`config.mk`:
```
export PLATFORM = sky130hd
export DESIGN_NAME = gf_serial_mulred
export DESIGN_NICKNAME = d
export VERILOG_FILES = /design/src/rtl/gf_pkg.sv /design/src/rtl/gf_red_step.sv /design/src/rtl/gf_serial_mulred.sv
export SDC_FILE = /design/constraint.sdc
export NUM_CORES = 1
export LEC_CHECK = 0
export ABC_CLOCK_PERIOD_IN_PS = 8500
export CAP_MARGIN = 5
export CORE_ASPECT_RATIO = 1.4
export CORE_UTILIZATION = 45
export DETAILED_ROUTE_END_ITERATION = 7
export GPL_TIMING_DRIVEN = 0
export PLACE_DENSITY = 0.68
export RECOVER_POWER = 50
export SLEW_MARGIN = 5
export SYNTH_ARGS = -nofsm -noshare
export SYNTH_HDL_FRONTEND = slang
export SYNTH_SLANG_ARGS = --single-unit
export TNS_END_PERCENT = 10
```
`constraint.sdc`:
```
create_clock -name clk -period 8.5 [get_ports clk]
set_input_delay 1.7 -clock clk [delete_from_list [all_inputs] [get_ports clk]]
set_output_delay 1.7 -clock clk [all_outputs]
set_load 0.01 [all_outputs]
```
`src/rtl/gf_pkg.sv`:
```
// Shared types and constants for the serial GF multiply/reduce engine.
// Optional build macro: GF_RADIX4_EN (two multiplier bits per MUL edge).
package gf_pkg;

   typedef enum logic [1:0] {
      IDLE = 2'd0,
      MUL  = 2'd1,
      RED  = 2'd2,
      DONE = 2'd3
   } state_e;

   localparam int W      = 32;
   localparam int LOG2_W = $clog2(W);

`ifdef GF_RADIX4_EN
   localparam int RADIX_BITS = 2;
`else
   localparam int RADIX_BITS = 1;
`endif

   localparam int MUL_STEPS = W / RADIX_BITS;

endpackage

```
`src/rtl/gf_red_step.sv`:
```
// One conditional-XOR reduction step: if acc[j] is set, cancel it by
// XOR-ing in the field polynomial aligned so its degree-m bit lands on j.
module gf_red_step #(
   parameter int DATA_WIDTH = 32,
   parameter int MW         = $clog2(DATA_WIDTH) + 1
) (
   input  logic [2*DATA_WIDTH-1:0] acc_i,
   input  logic [DATA_WIDTH:0]     poly_i,
   input  logic [MW-1:0]           j_i,
   input  logic [MW-1:0]           m_i,
   output logic [2*DATA_WIDTH-1:0] acc_o
);

   logic [MW-1:0]           shamt;
   logic [2*DATA_WIDTH-1:0] poly_ext;

   assign shamt    = j_i - m_i;
   assign poly_ext = {{(DATA_WIDTH-1){1'b0}}, poly_i} << shamt;
   assign acc_o    = acc_i[j_i] ? (acc_i ^ poly_ext) : acc_i;

endmodule

```
`src/rtl/gf_serial_mulred.sv`:
```
// Serial shift-and-add multiplier (integer or carry-less) with optional
// bit-serial reduction modulo a GF(2^m) polynomial.
// Optional build macro: GF_RADIX4_EN consumes two bits of b per MUL edge.
module gf_serial_mulred
   import gf_pkg::*;
#(
   parameter int DATA_WIDTH = W
) (
   input  logic                          clk,
   input  logic                          resetn,
   input  logic                          op_enable,
   input  logic                          red_funct,
   input  logic                          carry_option,
   input  logic [$clog2(DATA_WIDTH):0]   in_width,
   input  logic [DATA_WIDTH:0]           polyn_red_in,
   input  logic [DATA_WIDTH-1:0]         in_a,
   input  logic [DATA_WIDTH-1:0]         in_b,
   output logic [2*DATA_WIDTH-1:0]       out_mult,
   output logic [DATA_WIDTH-1:0]         out_poly,
   output logic                          op_finish,
   output logic                          busy
);

   localparam int              MW        = $clog2(DATA_WIDTH) + 1;
   localparam int              STEPS     = DATA_WIDTH / RADIX_BITS;
   localparam logic [MW-1:0]   LAST_STEP = MW'(STEPS - 1);
   localparam logic [MW-1:0]   FULL_M    = MW'(DATA_WIDTH);

   state_e                  state_q,    state_d;
   logic [MW-1:0]           cnt_q,      cnt_d;
   logic [2*DATA_WIDTH-1:0] a_q,        a_d;
   logic [DATA_WIDTH-1:0]   b_q,        b_d;
   logic [2*DATA_WIDTH-1:0] acc_q,      acc_d;
   logic [2*DATA_WIDTH-1:0] prod_q,     prod_d;
   logic [DATA_WIDTH:0]     poly_q,     poly_d;
   logic [MW-1:0]           m_q,        m_d;
   logic                    red_q,      red_d;
   logic                    int_q,      int_d;
   logic [2*DATA_WIDTH-1:0] out_mult_q, out_mult_d;
   logic [DATA_WIDTH-1:0]   out_poly_q, out_poly_d;

   logic [MW-1:0]           m_eff;
   logic [DATA_WIDTH-1:0]   op_mask;
   logic [2*DATA_WIDTH-1:0] pp;
   logic [2*DATA_WIDTH-1:0] mul_acc;
   logic [2*DATA_WIDTH-1:0] red_acc;
`ifdef GF_RADIX4_EN
   logic [2*DATA_WIDTH-1:0] pp_hi;
`endif

   // Effective field degree and operand mask for the request being sampled.
   always_comb begin
      // NOTE: every combinational output gets a default first so no path leaves it unassigned (no latch).
      m_eff   = in_width;
      op_mask = '1;
      if (in_width == '0 || in_width > FULL_M) begin
         m_eff = FULL_M;
      end
      if (red_funct) begin
         for (int k = 0; k < DATA_WIDTH; k++) begin
            op_mask[k] = (k < int'(m_eff));
         end
      end
   end

   // One multiplier step: accumulate the shifted multiplicand for the low bit(s) of b.
   always_comb begin
      pp      = b_q[0] ? a_q : '0;
      mul_acc = int_q ? (acc_q + pp) : (acc_q ^ pp);
`ifdef GF_RADIX4_EN
      pp_hi   = b_q[1] ? (a_q << 1) : '0;
      mul_acc = int_q ? (acc_q + pp + pp_hi) : (acc_q ^ pp ^ pp_hi);
`endif
   end

   gf_red_step #(
      .DATA_WIDTH (DATA_WIDTH),
      .MW         (MW)
   ) u_red_step (
      .acc_i  (acc_q),
      .poly_i (poly_q),
      .j_i    (cnt_q),
      .m_i    (m_q),
      .acc_o  (red_acc)
   );

   // Next-state and datapath update for the IDLE/MUL/RED/DONE sequence.
   always_comb begin
      state_d    = state_q;
      cnt_d      = cnt_q;
      a_d        = a_q;
      b_d        = b_q;
      acc_d      = acc_q;
      prod_d     = prod_q;
      poly_d     = poly_q;
      m_d        = m_q;
      red_d      = red_q;
      int_d      = int_q;
      out_mult_d = out_mult_q;
      out_poly_d = out_poly_q;

      unique case (state_q)
         IDLE, DONE: begin
            state_d = IDLE;
            if (op_enable) begin
               state_d = MUL;
               cnt_d   = '0;
               a_d     = {{DATA_WIDTH{1'b0}}, in_a & op_mask};
               b_d     = in_b & op_mask;
               acc_d   = '0;
               poly_d  = polyn_red_in;
               m_d     = m_eff;
               red_d   = red_funct;
               int_d   = carry_option & ~red_funct;
            end
         end
         MUL: begin
            acc_d = mul_acc;
            a_d   = a_q << RADIX_BITS;
            b_d   = b_q >> RADIX_BITS;
            cnt_d = cnt_q + MW'(1);
            if (cnt_q == LAST_STEP) begin
               if (red_q && m_q >= MW'(2)) begin
                  state_d = RED;
                  prod_d  = mul_acc;
                  // Highest possible product bit for m-bit operands is 2m-2.
                  cnt_d   = (m_q << 1) - MW'(2);
               end else begin
                  state_d    = DONE;
                  out_mult_d = mul_acc;
                  out_poly_d = mul_acc[DATA_WIDTH-1:0];
               end
            end
         end
         RED: begin
            acc_d = red_acc;
            cnt_d = cnt_q - MW'(1);
            if (cnt_q == m_q) begin
               state_d    = DONE;
               out_mult_d = prod_q;
               out_poly_d = red_acc[DATA_WIDTH-1:0];
            end
         end
         default: state_d = IDLE;
      endcase
   end

   // State and datapath registers; reset aborts any operation in flight.
   always_ff @(posedge clk or negedge resetn) begin
      if (!resetn) begin
         state_q    <= IDLE;
         cnt_q      <= '0;
         a_q        <= '0;
         b_q        <= '0;
         acc_q      <= '0;
         prod_q     <= '0;
         poly_q     <= '0;
         m_q        <= '0;
         red_q      <= 1'b0;
         int_q      <= 1'b0;
         out_mult_q <= '0;
         out_poly_q <= '0;
      end else begin
         // NOTE: non-blocking assignments so every register samples pre-edge values.
         state_q    <= state_d;
         cnt_q      <= cnt_d;
         a_q        <= a_d;
         b_q        <= b_d;
         acc_q      <= acc_d;
         prod_q     <= prod_d;
         poly_q     <= poly_d;
         m_q        <= m_d;
         red_q      <= red_d;
         int_q      <= int_d;
         out_mult_q <= out_mult_d;
         out_poly_q <= out_poly_d;
      end
   end

   assign out_mult  = out_mult_q;
   assign out_poly  = out_poly_q;
   assign op_finish = (state_q == DONE);
   assign busy      = (state_q == MUL) || (state_q == RED);

endmodule

```
* Word level (Yosys, flattened, before mapping)
Index checks and enable logic that the tools add are counted.
Widths: inputs -> output; s select.
** Storage, ports and cells
- Input bits :: 108
- Output and inout bits :: 98
- Word-level logic and storage cells :: 114
- Flip-flop bits (word level) :: 369
** Cells by class
- Shifts and indexed selects :: 1
- Reduce and logical (&&, ||, !) cells :: 14
- Muxes and demuxes :: 30
- $lt $le $gt $ge :: 35
- Add/sub/neg operators :: 5
- Equal/unequal tests :: 10
- Bitwise operators :: 6
** Operators by type and width (number)
- $mux 64 :: 8
- $pmux 64 s2 :: 2
- $pmux 64 s3 :: 1
- $mux 32 :: 5
- $pmux 32 s2 :: 2
- $xor 64x64->64 :: 2
- $lt 5x6->1 const A :: 16
- $add 64x64->64 :: 1
- $and 32x32->32 :: 2
- $shl 33x6->64 :: 1
- $lt 4x6->1 const A :: 8
- $lt 3x6->1 const A :: 4
- $mux 6 :: 4
- $pmux 6 s3 :: 1
- $lt 1x6->1 const A :: 2
- $lt 2x6->1 const A :: 2
- $ne 2x2->1 const B :: 4
- $reduce_and 2->1 :: 4
- $lt 6x7->1 const B :: 1
- $add 6x1->6 const B :: 1
- $bmux 1 s6 :: 1
- $eq 6x5->1 const B :: 1
- $eq 6x6->1 :: 1
- $ge 6x2->1 const B :: 1
- 20 further kinds :: 26

* Longest topological paths before layout
- Word-level depth :: 8
- Mapped depth :: 19
- Mapped depth without buffers :: 14

* Hierarchy
A second synthesis with hierarchy kept.
** Second synthesis, totals
- Cells, all modules :: 2854
- Area total of the unflattened synthesis :: 25145.4 um^2
** Modules (own cells, without submodules)
- gf_serial_mulred :: cells an instance 2269, instances 1, sequential area each 9233.9 um^2, area an instance 20622.3 um^2
- gf_red_step :: cells an instance 585, instances 1, sequential area each 0.0 um^2, area an instance 4523.1 um^2

* Worst setup path after synthesis
OpenSTA, ideal clock, no wires.
- Kind :: register -> register
- Start :: register cnt_q[0]
- End :: register acc_q[62]
- Setup slack :: 4828 ps
- Data arrival time :: 3534 ps
- Path buffers :: 5
- Stages on the path, launching flop included :: 19
- Period minus slack after synthesis :: 3672 ps
- Required time :: 8362 ps
- Library setup time :: 138 ps
- Cell sequence :: dfrtp_1 buf_6 buf_6 inv_1 ha_1 inv_1 fa_1 buf_2 buf_2 buf_2 nand3_1 o21ai_0 mux2i_1 mux2_2 mux2_2 o21ai_0 o21ai_0 nand2_1 o221ai_1
** Between the ends
- Cells in the longest elaborated chain, start to end :: 5
- Elaborated cells between the ends (all ways) :: 9
- Those cells by class :: add/sub: 1; eq/ne: 1; shift: 1; mux: 4; bitwise: 1; reduce/logical: 1
** RTL lines
- start: declaration :: RTL line gf_serial_mulred.sv:30 : logic [MW-1:0] cnt_q, cnt_d;
- start signal: assignment :: RTL line gf_serial_mulred.sv:166 : cnt_q <= cnt_d;
- $sub 6x6->6 :: RTL line gf_red_step.sv:17 : assign shamt = j_i - m_i;
- $shl 33x6->64 :: RTL line gf_red_step.sv:18 : assign poly_ext = {{(DATA_WIDTH-1){1'b0}}, poly_i} << shamt;
- $xor 64x64->64 :: RTL line gf_red_step.sv:19 : assign acc_o = acc_i[j_i] ? (acc_i ^ poly_ext) : acc_i;
- $mux 64 :: RTL line gf_red_step.sv:19
- $pmux 64 s3 :: RTL line gf_serial_mulred.sv:102 : unique case (state_q)
- end signal: assignment :: RTL line gf_serial_mulred.sv:155 : acc_q <= '0;
- end signal: assignment :: RTL line gf_serial_mulred.sv:169 : acc_q <= acc_d;
- end: declaration :: RTL line gf_serial_mulred.sv:33 : logic [2*DATA_WIDTH-1:0] acc_q, acc_d;
Parallel ways exist; a longest one is shown, timed or not. The select of a mux whose other input is x is not followed.
A chain may end at the register's enable or synchronous reset.

* Worst setup path in the final report
- Start :: register cnt_q[0]
- End :: register acc_q[59]
The elaborated chain is that of the path after synthesis.

==> impl_results.html <==
<table>
<tr><th>Metric</th><th>Value</th></tr>
<tr><th colspan="2">Run status</th></tr>
<tr><td>Outcome</td><td>complete, but fails checks</td></tr>
<tr><td>Violated checks</td><td>max-capacitance violations, max-slew violations</td></tr>
<tr><th colspan="2">CTS</th></tr>
<tr><td>Post-CTS Repair Setup Buffers</td><td>0</td></tr>
<tr><td>Cells resized by post-CTS repair</td><td>0</td></tr>
<tr><td>Cell chosen for the clock root</td><td>sky130_fd_sc_hd__clkbuf_16</td></tr>
<tr><td>Clock insertion delay at the later pin of the skew report</td><td>0.62 ns</td></tr>
<tr><td>Inserted Clock Buffers</td><td>40</td></tr>
<tr><td>CTS tree</td><td>built</td></tr>
<tr><td>H-tree level count</td><td>2</td></tr>
<tr><td>Max Root-Sink Buffers</td><td>3</td></tr>
<tr><td>Number of hold-repair buffers added at the cts stage</td><td>0</td></tr>
<tr><td>Clock transition at the register clock pins on the worst setup and hold paths after CTS</td><td>0.06 ns</td></tr>
<tr><td>Sinks on the clock net</td><td>369</td></tr>
<tr><th colspan="2">Detailed routing</th></tr>
<tr><td>Detailed Route WL</td><td>111000 um</td></tr>
<tr><td>TritonRoute pass-1 iters</td><td>6</td></tr>
<tr><td>Iteration-0 DRC count of the detailed router</td><td>2277</td></tr>
<tr><td>DRC Markers</td><td>0</td></tr>
<tr><td>Final ANT Viol Nets</td><td>0</td></tr>
<tr><td>Number of vias after detailed routing</td><td>24500</td></tr>
<tr><td>Post-detailed-route wirelength per cell</td><td>29.2 um</td></tr>
<tr><td>Via count normalized by instance count</td><td>6.43</td></tr>
<tr><th colspan="2">Floorplan</th></tr>
<tr><td>Die area</td><td>55400 um^2</td></tr>
<tr><td>Die outline width</td><td>199 um</td></tr>
<tr><td>Die height</td><td>278 um</td></tr>
<tr><td>Floorplan core area</td><td>53400 um^2</td></tr>
<tr><td>Effective utilization at floorplan</td><td>45.8%</td></tr>
<tr><td>Number of placed I/O pins</td><td>206</td></tr>
<tr><td>Row count</td><td>100</td></tr>
<tr><th colspan="2">Global routing</th></tr>
<tr><td>Global-route wire length before repair</td><td>161000 um</td></tr>
<tr><td>Largest net degree at the start of global routing</td><td>115</td></tr>
<tr><td>Initial antenna violation count</td><td>1</td></tr>
<tr><td>Gr ovfl total</td><td>0</td></tr>
<tr><td>Vias in the first global route</td><td>24200</td></tr>
<tr><td>Tot GR Track Use</td><td>40.5%</td></tr>
<tr><th colspan="2">Timing</th></tr>
<tr><td>Final-report max-slew violation count</td><td>67</td></tr>
<tr><td>Setup violation total in the final timing report</td><td>0</td></tr>
<tr><td>Final Hold Viols</td><td>0</td></tr>
<tr><td>Upper clock frequency limit</td><td>176 MHz</td></tr>
<tr><td>Final period demand of the worst path</td><td>5.67 ns</td></tr>
<tr><td>RSZ-0062 raised after global routing</td><td>no</td></tr>
<tr><td>Clock Skews</td><td>0.0811 ns</td></tr>
<tr><td>Slew at the pin closest to its max-slew limit</td><td>4.06 ns</td></tr>
<tr><td>Post-layout worst setup margin</td><td>2.83 ns</td></tr>
<tr><td>Part of the cycle the worst path needs</td><td>66.7%</td></tr>
<tr><td>Worst slew margin relative to its limit</td><td>-170%</td></tr>
<tr><th colspan="2">Logic synthesis</th></tr>
<tr><td>Primary FF master, synth</td><td>sky130_fd_sc_hd__dfrtp_1</td></tr>
<tr><td>Post-synth top area share</td><td>37.7%</td></tr>
<tr><td>Biggest area contributors in the synthesized netlist</td><td>sky130_fd_sc_hd__dfrtp_1 38%, sky130_fd_sc_hd__o21ai_0 6.6%, sky130_fd_sc_hd__nand2_1 6.2%</td></tr>
<tr><td>Gate count after technology mapping</td><td>2822</td></tr>
<tr><td>Flop and latch count out of synthesis</td><td>369</td></tr>
<tr><td>Async S/R FF share, synth</td><td>100%</td></tr>
<tr><td>Syn nets</td><td>3007</td></tr>
<tr><td>Post-synthesis sequential area ratio</td><td>37.7%</td></tr>
<tr><td>Post-synthesis cell area</td><td>24500 um^2</td></tr>
<tr><td>Number of distinct library cell variants in the gate-level netlist after synthesis</td><td>84</td></tr>
<tr><td>Average instance area after synthesis</td><td>8.68 um^2</td></tr>
<tr><td>Synthesis Warnings</td><td>0</td></tr>
<tr><td>Cell type with the largest total area after synthesis</td><td>sky130_fd_sc_hd__dfrtp_1</td></tr>
<tr><td>EDFF count, synth</td><td>0</td></tr>
<tr><th colspan="2">Cells and area</th></tr>
<tr><td>Sequential cell area</td><td>9230 um^2</td></tr>
<tr><td>Filler Cells Inserted</td><td>5049</td></tr>
<tr><td>Most frequent standard cell in the layout excluding fill and tap cells</td><td>sky130_fd_sc_hd__nand2_1</td></tr>
<tr><td>Post-layout net count</td><td>3256</td></tr>
<tr><td>Fraction of final layout cells with drive strength greater than 1</td><td>8.24%</td></tr>
<tr><td>Number of cells in the finished layout apart from fillers</td><td>3812</td></tr>
<tr><td>Utilization after layout</td><td>54.1%</td></tr>
<tr><td>Layout Cell Area excl Fill</td><td>28900 um^2</td></tr>
<tr><td>Commonest cells after routing, fill and taps aside</td><td>402 x sky130_fd_sc_hd__nand2_1, 369 x sky130_fd_sc_hd__dfrtp_1, 323 x sky130_fd_sc_hd__o21ai_0, 208 x sky130_fd_sc_hd__a21oi_1, 182 x sky130_fd_sc_hd__nor2_1</td></tr>
<tr><td>Area overhead of the layout relative to synthesis</td><td>18.0%</td></tr>
<tr><td>Area used by multi-input combinational logic</td><td>14300 um^2</td></tr>
<tr><th colspan="2">Setup path</th></tr>
<tr><td>Signal arrival time at the worst endpoint</td><td>6.14 ns</td></tr>
<tr><td>Kind of critical path</td><td>flip-flop to flip-flop</td></tr>
<tr><td>Crit path max fanout</td><td>10</td></tr>
<tr><td>Critical Path Max Stage Delay</td><td>0.93 ns</td></tr>
<tr><td>Worst path required time</td><td>8.97 ns</td></tr>
<tr><td>List of cells traversed by the critical path</td><td>buf_6, buf_6, inv_1, ha_1, inv_1, fa_1, xnor2_1, clkbuf_1, nand2_1, mux2i_1, mux2i_1, o21ai_0, o21ai_0, nand2_1, o221ai_1</td></tr>
<tr><td>Endpoint kind of the worst setup timing path</td><td>flip-flop</td></tr>
<tr><td>Critical-path cell with the highest stage delay</td><td>sky130_fd_sc_hd__o21ai_0</td></tr>
<tr><td>Startpoint type of the worst setup path</td><td>flip-flop</td></tr>
<tr><th colspan="2">Place</th></tr>
<tr><td>DP HPWL</td><td>89300 um</td></tr>
<tr><td>Count of buffers from port buffering</td><td>204</td></tr>
<tr><td>Gp weighted congestion</td><td>1.03</td></tr>
<tr><td>Number of instances in the placed design</td><td>3743</td></tr>
<tr><td>Placement-stage worst setup slack</td><td>3.06 ns</td></tr>
<tr><td>Instance area after placement</td><td>27500 um^2</td></tr>
<tr><th colspan="2">Job</th></tr>
<tr><td>MaxCap Viol Count</td><td>1</td></tr>
<tr><th colspan="2">Worst hold path</th></tr>
<tr><td>Class of the worst hold path</td><td>flip-flop to flip-flop</td></tr>
</table>
state kept, by name, summed over array words and instances, names as in the netlist:
register / cells
out_mult: 64
red_q: 1
cnt_q: 6
out_poly: 32
poly_q: 33
a_q: 64
int_q: 1
acc_q: 64
m_q: 6
prod_q: 64
b_q: 32
state_q: 2
cell families (layout without fill, tap and decap cells):
group                    Yosys count  after routing  synth area share [%]
AO/OA/AOI/OAI                    939            939                  24.2
XOR/XNOR                          94             94                  3.36
adder cells (fa/ha/maj)           77             77                  3.99
AND/OR/NAND/NOR                  917            917                  17.3
buffers and inverters            240            514                  4.08
multiplexers                     186            186                  9.39
other                              0              2                     0
flip-flops                       369            369                  37.7
per-stage QoR:
step	TNS [ns]	hold WS [ns]
floorplan	0	0.442
detailed placement	0	0.466
global placement	-3747.76	0.454
global route	0	0.500
CTS	0	0.480
finish	0	0.475
area by class of cell:
class | count | area share (%)
multi-input cells | 2213 | 49.4
flip-flops and latches | 369 | 32.0
repair buffers | 207 | 7.33
clock buffers | 51 | 3.88
well taps | 714 | 3.09
plain buffers | 204 | 2.99
clock inverters | 16 | 0.883
inverters | 36 | 0.468
diodes | 2 | 0.0173
worst paths after layout:
| kind | startpoint | to | slack, ns | cells after the start |
|---|---|---|---|---|
| max | cnt_q[0]$_DFFE_PN0P_ | acc_q[59]$_DFFE_PN0P_ | 2.83 | 15 |
| min | out_mult[43]$_DFFE_PN0P_ | out_mult[43]$_DFFE_PN0P_ | 0.48 | 2 |
| max reg2reg | cnt_q[0]$_DFFE_PN0P_ | acc_q[59]$_DFFE_PN0P_ | 2.83 | 15 |
| min reg2reg | out_mult[43]$_DFFE_PN0P_ | out_mult[43]$_DFFE_PN0P_ | 0.48 | 2 |
| max in group asynchronous | resetn | out_mult[38]$_DFFE_PN0P_ | 3.56 | 3 |
| min in group asynchronous | resetn | b_q[13]$_DFFE_PN0P_ | 2.53 | 1 |
metal layers:
layer  wire [um]  global-route usage (%)
met5           0                       0
met4       10800                    34.1
met3        7970                    7.71
met2       54300                    67.5
met1       38300                    44.1
synth_stat cells, types with 5 or more instances:
cell type / n
sky130_fd_sc_hd__nor2_1: 182
sky130_fd_sc_hd__buf_2: 28
sky130_fd_sc_hd__xnor2_1: 59
sky130_fd_sc_hd__o31ai_1: 16
sky130_fd_sc_hd__mux4_2: 27
sky130_fd_sc_hd__a22oi_1: 65
sky130_fd_sc_hd__o211ai_1: 15
sky130_fd_sc_hd__a22o_1: 32
sky130_fd_sc_hd__a211o_1: 6
sky130_fd_sc_hd__xor2_1: 35
sky130_fd_sc_hd__a21oi_1: 208
sky130_fd_sc_hd__nand2b_1: 20
sky130_fd_sc_hd__o21ai_0: 323
sky130_fd_sc_hd__and3_1: 31
sky130_fd_sc_hd__o21ai_1: 21
sky130_fd_sc_hd__o21bai_1: 20
sky130_fd_sc_hd__nor3_1: 46
sky130_fd_sc_hd__nand3_1: 42
sky130_fd_sc_hd__o221ai_1: 40
sky130_fd_sc_hd__a221o_1: 14
sky130_fd_sc_hd__mux2_2: 81
sky130_fd_sc_hd__buf_6: 6
sky130_fd_sc_hd__nor4_1: 8
sky130_fd_sc_hd__nor3b_1: 11
sky130_fd_sc_hd__o21a_1: 19
sky130_fd_sc_hd__nand2_1: 402
sky130_fd_sc_hd__a31oi_1: 14
sky130_fd_sc_hd__ha_1: 75
sky130_fd_sc_hd__clkbuf_1: 144
sky130_fd_sc_hd__mux2i_1: 78
sky130_fd_sc_hd__a21o_1: 41
sky130_fd_sc_hd__or3_1: 22
sky130_fd_sc_hd__a311oi_1: 5
sky130_fd_sc_hd__a31o_2: 5
sky130_fd_sc_hd__or2_2: 5
sky130_fd_sc_hd__nand4_1: 25
sky130_fd_sc_hd__dfrtp_1: 369
sky130_fd_sc_hd__and2_1: 79
sky130_fd_sc_hd__nor2b_1: 20
sky130_fd_sc_hd__inv_1: 34
sky130_fd_sc_hd__o22ai_1: 11
sky130_fd_sc_hd__buf_1: 20
sky130_fd_sc_hd__a211oi_1: 27
sky130_fd_sc_hd__a221oi_1: 6
critical path: cells and delay by family, from the launching register on:
family          cells  cell delay, ns
compound gates      3            1.21
buf+inv             5            1.11
mux                 2            0.87
xor+xnor            1            0.86
fa+ha+maj           2            0.64
simple gates        2            0.44
flops               1            0.40
Power is left out: the tool's default activity adds up to more than one toggle a clock period on the data nets, which glitch-free logic cannot reach.
